==> src/rtl/yblock_cfg_pkg.sv <==
// Shared types and defaults for the yellow-cell block configuration loader.
// State encoding, parameter defaults and the configuration word width.
package yblock_cfg_pkg;

  localparam int BLOCKWIDTH_D  = 8;
  localparam int BLOCKHEIGHT_D = 8;
  localparam int PHASE_D       = 2;
  localparam int RSTCYC_D      = 4;
  localparam int CBITS         = 4 * BLOCKWIDTH_D;

  typedef enum logic [2:0] {
    IDLE,
    CLEAR,
    WAIT,
    SETUP,
    PULSE,
    HOLD
  } state_t;

endpackage

==> src/rtl/yblock_cfg_loader_strobe.sv <==
// confclk strobe generator: SETUP, PULSE and HOLD phases of PHASE cycles.
// A go pulse starts one strobe; phase_last marks the last cycle of a phase.
module cfg_strobe_gen
  import yblock_cfg_pkg::*;
#(
  parameter int PHASE = PHASE_D
) (
  input  logic clk,
  input  logic reset,
  input  logic go,
  output logic confclk,
  output logic phase_last
);

  localparam int PW = (PHASE > 1) ? $clog2(PHASE) : 1;
  localparam logic [PW-1:0] PLAST = PW'(PHASE - 1);

  logic          active;
  logic [1:0]    ph;
  logic [PW-1:0] cnt;

  // phase counter and phase index; reset drops the strobe at once
  always_ff @(posedge clk) begin
    if (!reset) begin
      active <= 1'b0;
      ph     <= 2'd0;
      cnt    <= '0;
    end else if (go) begin
      active <= 1'b1;
      ph     <= 2'd0;
      cnt    <= '0;
    end else if (active) begin
      if (cnt == PLAST) begin
        cnt <= '0;
        if (ph == 2'd2) active <= 1'b0;
        else            ph     <= ph + 2'd1;
      end else begin
        cnt <= cnt + 1'b1;
      end
    end
  end

  assign confclk    = active && (ph == 2'd1);
  assign phase_last = active && (cnt == PLAST);

endmodule

==> src/rtl/yblock_cfg_loader.sv <==
// Configuration chain writer for a yellow-cell block (rows via valid/ready).
// Optional readback of the shifted-out rows: YBLOCK_CFG_READBACK_EN.
module yblock_cfg_loader
  import yblock_cfg_pkg::*;
#(
  parameter int BLOCKWIDTH  = BLOCKWIDTH_D,
  parameter int BLOCKHEIGHT = BLOCKHEIGHT_D,
  parameter int PHASE       = PHASE_D,
  parameter int RSTCYC      = RSTCYC_D
) (
  input  logic                    clk,
  input  logic                    reset,
  input  logic                    start,
  output logic                    busy,
  output logic                    done,
  input  logic [4*BLOCKWIDTH-1:0] cfg_data,
  input  logic                    cfg_valid,
  output logic                    cfg_ready,
  output logic                    blk_reset,
  output logic                    blk_confclk,
  output logic [4*BLOCKWIDTH-1:0] blk_cbitin,
  input  logic [4*BLOCKWIDTH-1:0] blk_cbitout,
  output logic [4*BLOCKWIDTH-1:0] rd_data,
  output logic                    rd_valid
);

  localparam int HW = $clog2(BLOCKHEIGHT + 1);
  localparam int RW = $clog2(RSTCYC + 1);
  localparam logic [HW-1:0] RLAST = HW'(BLOCKHEIGHT - 1);
  localparam logic [RW-1:0] CLAST = RW'(RSTCYC - 1);

  state_t        state;
  state_t        next;
  logic [HW-1:0] row;
  logic [RW-1:0] rcnt;
  logic          go;
  logic          phase_last;

  cfg_strobe_gen #(
    .PHASE (PHASE)
  ) u_strobe (
    .clk        (clk),
    .reset      (reset),
    .go         (go),
    .confclk    (blk_confclk),
    .phase_last (phase_last)
  );

  // state register plus row, clear counter and block edge registers
  always_ff @(posedge clk) begin
    if (!reset) begin
      state      <= IDLE;
      row        <= '0;
      rcnt       <= '0;
      blk_reset  <= 1'b1;
      blk_cbitin <= '0;
    end else begin
      state <= next;
      unique case (state)
        IDLE: begin
          if (start) begin
            blk_reset <= 1'b1;
            rcnt      <= '0;
          end
        end
        CLEAR: begin
          rcnt <= rcnt + 1'b1;
          if (rcnt == CLAST) begin
            blk_reset <= 1'b0;
            row       <= '0;
          end
        end
        WAIT: begin
          if (cfg_valid) blk_cbitin <= cfg_data;
        end
        HOLD: begin
          if (phase_last) row <= row + 1'b1;
        end
        default: ;
      endcase
    end
  end

  // next state, handshake and status outputs
  always_comb begin
    next      = state;
    go        = 1'b0;
    cfg_ready = 1'b0;
    done      = 1'b0;
    busy      = (state != IDLE);
    unique case (state)
      IDLE: begin
        if (start) next = CLEAR;
      end
      CLEAR: begin
        if (rcnt == CLAST) next = WAIT;
      end
      WAIT: begin
        cfg_ready = 1'b1;
        if (cfg_valid) begin
          go   = 1'b1;
          next = SETUP;
        end
      end
      SETUP: begin
        if (phase_last) next = PULSE;
      end
      PULSE: begin
        if (phase_last) next = HOLD;
      end
      HOLD: begin
        if (phase_last) begin
          if (row == RLAST) begin
            done = 1'b1;
            next = IDLE;
          end else begin
            next = WAIT;
          end
        end
      end
      default: next = IDLE;
    endcase
  end

`ifdef YBLOCK_CFG_READBACK_EN
  // capture the row shifted out of the block as each strobe ends
  always_ff @(posedge clk) begin
    if (!reset) begin
      rd_data  <= '0;
      rd_valid <= 1'b0;
    end else begin
      rd_valid <= (state == HOLD) && phase_last;
      if ((state == HOLD) && phase_last) rd_data <= blk_cbitout;
    end
  end
`else
  logic unused_cbitout;
  assign unused_cbitout = ^blk_cbitout;
  assign rd_data  = '0;
  assign rd_valid = 1'b0;
`endif

endmodule

==> config.mk <==
export PLATFORM = sky130hd
export DESIGN_NAME = yblock_cfg_loader
export DESIGN_NICKNAME = d
export VERILOG_FILES = /design/src/rtl/yblock_cfg_pkg.sv /design/src/rtl/yblock_cfg_loader_strobe.sv /design/src/rtl/yblock_cfg_loader.sv
export SDC_FILE = /design/constraint.sdc
export NUM_CORES = 1
export LEC_CHECK = 0
export CAP_MARGIN = 20
export CORE_MARGIN = 5
export CORE_UTILIZATION = 30
export CTS_BUF_LIST = sky130_fd_sc_hd__clkbuf_16
export DETAILED_ROUTE_END_ITERATION = 8
export DONT_BUFFER_PORTS = 1
export HOLD_SLACK_MARGIN = 0.15
export SYNTH_ARGS = -nofsm -noshare
export SYNTH_HDL_FRONTEND = slang
export SYNTH_HIERARCHICAL = 1
export SYNTH_SLANG_ARGS = --single-unit
==> constraint.sdc <==
create_clock -name clk -period 4.6 [get_ports clk]
set_input_delay 0.92 -clock clk [delete_from_list [all_inputs] [get_ports clk]]
set_output_delay 0.92 -clock clk [all_outputs]
set_load 0.005 [all_outputs]
==> impl_metrics.tcl <==
set metrics [dict create \
    power_switching_share 0.209 \
    p_int_mw 0.748 \
    slew_violations 0 \
    cts_num_sinks 47 \
    crit_chain "nand4b_1 -> nor2_1" \
    grt_setup_unrepaired "no" \
    critPathMaxStageDelay_ns 0.78 \
    path_delay_family "flip-flops" \
    hold_class "reg -> reg" \
    clockBufferDepth 2 \
    startpoint_type "register" \
    setup_viol 0 \
    clk_latency_ns 0.28 \
    tightest_slew_ns 0.716 \
    power_density_nw_per_um2 394 \
    combPwrFrac 0.059 \
    vias 1718 \
    synthArstFlopShare 0 \
    ys_ff_latch 47 \
    synth_edf_count 0 \
    setup_tns_ns 0 \
    fin_crit_sh 0.522 \
    first_iter_violations 46 \
    ys_types 46 \
    yosys-top-cells-area "dfxtp_1, buf_4, nand2_1, a21oi_1, ha_1" \
    final_net_count 344 \
    peakVddDrop_mv 0.172 \
    synthTopCellsByCount "nand2_1, dfxtp_1, a21oi_1" \
    cap_viol_max_count 0 \
    path_max_fanout 22 \
    wl_met2_um 2500 \
    switchingPower_mw 0.197 \
    grt-ovfl-total 0 \
    drive_gt1_frac 0.0588 \
    pre_cts_slack_ns 2.22 \
    track_usage 0.103 \
    wl_per_cell_um 13.3 \
    drc 0 \
    min_period_ns 2.40 \
    startpoint "state[2]" \
    p_leak_nw 0.868 \
    wirelength_um 4970 \
    worst_slack_ns 2.20 \
    dr_wl_met3_um 434 \
    grt_max_degree 43 \
    antenna_found_initial 0 \
    worstSetupPathType "reg -> out" \
    highest_layer "met3" \
    gp_congestion 0.730 \
    fmax_mhz 417 \
    num_antenna_cells 0 \
    cts_max_level 2 \
    arrival_ns 1.48 \
    slew-limit-headroom 0.522 \
    post_cts_buffers 0 \
    core_area_um2 7610 \
    outcome "complete, no violations" \
    synth_top_cell_area_share 0.409 \
    clk_pin_slew_ns 0.06 \
    r2r-start "state[2]" \
    synth_ff_type "dfxtp_1" \
    dr.pass1.iters 4 \
    root_buffer "clkbuf_16" \
    syn_area_um2 2300 \
    port_buffers 0 \
    worst_clock_skew_ns 0.00262 \
    finalHoldViolations 0 \
    cts_resized 0 \
    synth_largest_area_cell "dfxtp_1" \
    grt_first_pass_wirelength_um 8070 \
    die_x_um 97.5 \
    crit_path_top_delay_cell "dfxtp_1" \
    cts_hold_buf 0 \
    dp_hpwl_um 3440 \
    io_pins 138 \
    first_global_vias 1639 \
    ys_warn_count 6 \
    yosysSeqAreaShare 0.409 \
    pwr-share-seq 0.458 \
    avgSynthCellArea_um2 8.18 \
    cts_tree "yes" \
    worstPathRequired_ns 3.68 \
    synth.most_common_cell "nand2_1" \
    syn-instance-count 281 \
    m1WireLength_um 2030 \
    critPathCaptureType "output port" \
    cp.buffers_inverters 0 \
    cts_inserted_buffers 5 \
    initial_utilization 0.302 \
    die_h_um 97.5 \
    hp-start "blk_cbitin[25]" \
    clkPwrFrac 0.483 \
    ant_nets 0 \
    dieArea_um2 9510 \
    rows 32 \
    fin_util 0.316 \
    post_drt_via_cell_ratio 4.59 \
    syn2layout_area_growth_pct 4.57 \
]
## through the flow
step / power [mW] / instances / hold WS [ns] / cell area [um^2]
after floorplan: 0.510 / 313 / 0.444 / 2420
after global placement: 0.497 / 366 / 0.464 / 2210
after global routing: 0.992 / 374 / 0.493 / 2400
after CTS: 0.963 / 374 / 0.480 / 2400
after detailed placement: 0.499 / 366 / 0.469 / 2210
final: 0.946 / 374 / 0.476 / 2400
## kinds of logic (layout without fill, tap and decap cells)
logic type,Yosys count,in the layout,share of synthesized area
DFF,47,47,0.409
AOI/OAI and AO/OA,55,55,0.138
and+or+nand+nor,107,107,0.230
other,1,33,0.00163
buffers and inverters,59,18,0.164
xor gates and xnor gates,1,1,0.00381
muxes,6,6,0.0267
adders and majority gates,5,5,0.0272
## per-layer routing
metal,track usage,vias up
met2,0.176,60
met5,0,-
li1,-,853
met1,0.115,805
met3,0.0445,0
met4,0.0330,0
## power groups by stage
stage	clock network (mW)	logic (mW)	registers (mW)
after floorplan	0	0.0779	0.432
after global placement	0	0.0545	0.442
after detailed placement	0	0.0559	0.443
after CTS	0.473	0.0561	0.433
after global routing	0.492	0.0638	0.436
final	0.456	0.0559	0.434
## cells in the final DEF, fill, tap and decap left out, drive strengths merged, types with 3 or more instances in the layout
master | synthesis | layout
o31ai | 3 | 3
nand2 | 69 | 69
nor2 | 6 | 6
nor3b | 4 | 4
dfxtp | 47 | 47
inv | 8 | 9
clkbuf | 4 | 5
nand3 | 3 | 3
nand2b | 4 | 4
or3b | 3 | 3
conb | 1 | 33
ha | 5 | 5
o21ai | 4 | 4
a21oi | 37 | 37
mux2i | 5 | 5
nand3b | 3 | 3
## sequential cells by signal (all words and copies together), names as in the netlist
name,flops
u_strobe/cnt,1
blk_cbitin,32
u_strobe/ph,2
state,3
blk_reset,1
row,4
u_strobe/active,1
rcnt,3
## final cells by class
class / instances / area [um^2]
repair buffers: 2 / 15.0
well taps: 102 / 128
clock inverters: 3 / 63.8
inverters: 8 / 30.0
clock buffers: 5 / 125
flip-flops and latches: 47 / 941
multi-input cells: 207 / 1100
fillers: 813 / 5200
## path summary, 6_finish.rpt
kind,to,slack (ns),depth (start not counted)
max reg2reg,u_strobe/ph[0],2.25,5
min reg2reg,blk_cbitin[25],0.48,2
max,done,2.20,2
min,blk_cbitin[25],0.48,2
## tightest hold or removal path, stage by stage (launching register included)
cell,delay [ns]
dfxtp_1,0.32
nand2_1,0.06
a21oi_1,0.05
No activity file was read; power rests on OpenSTA's default activity.
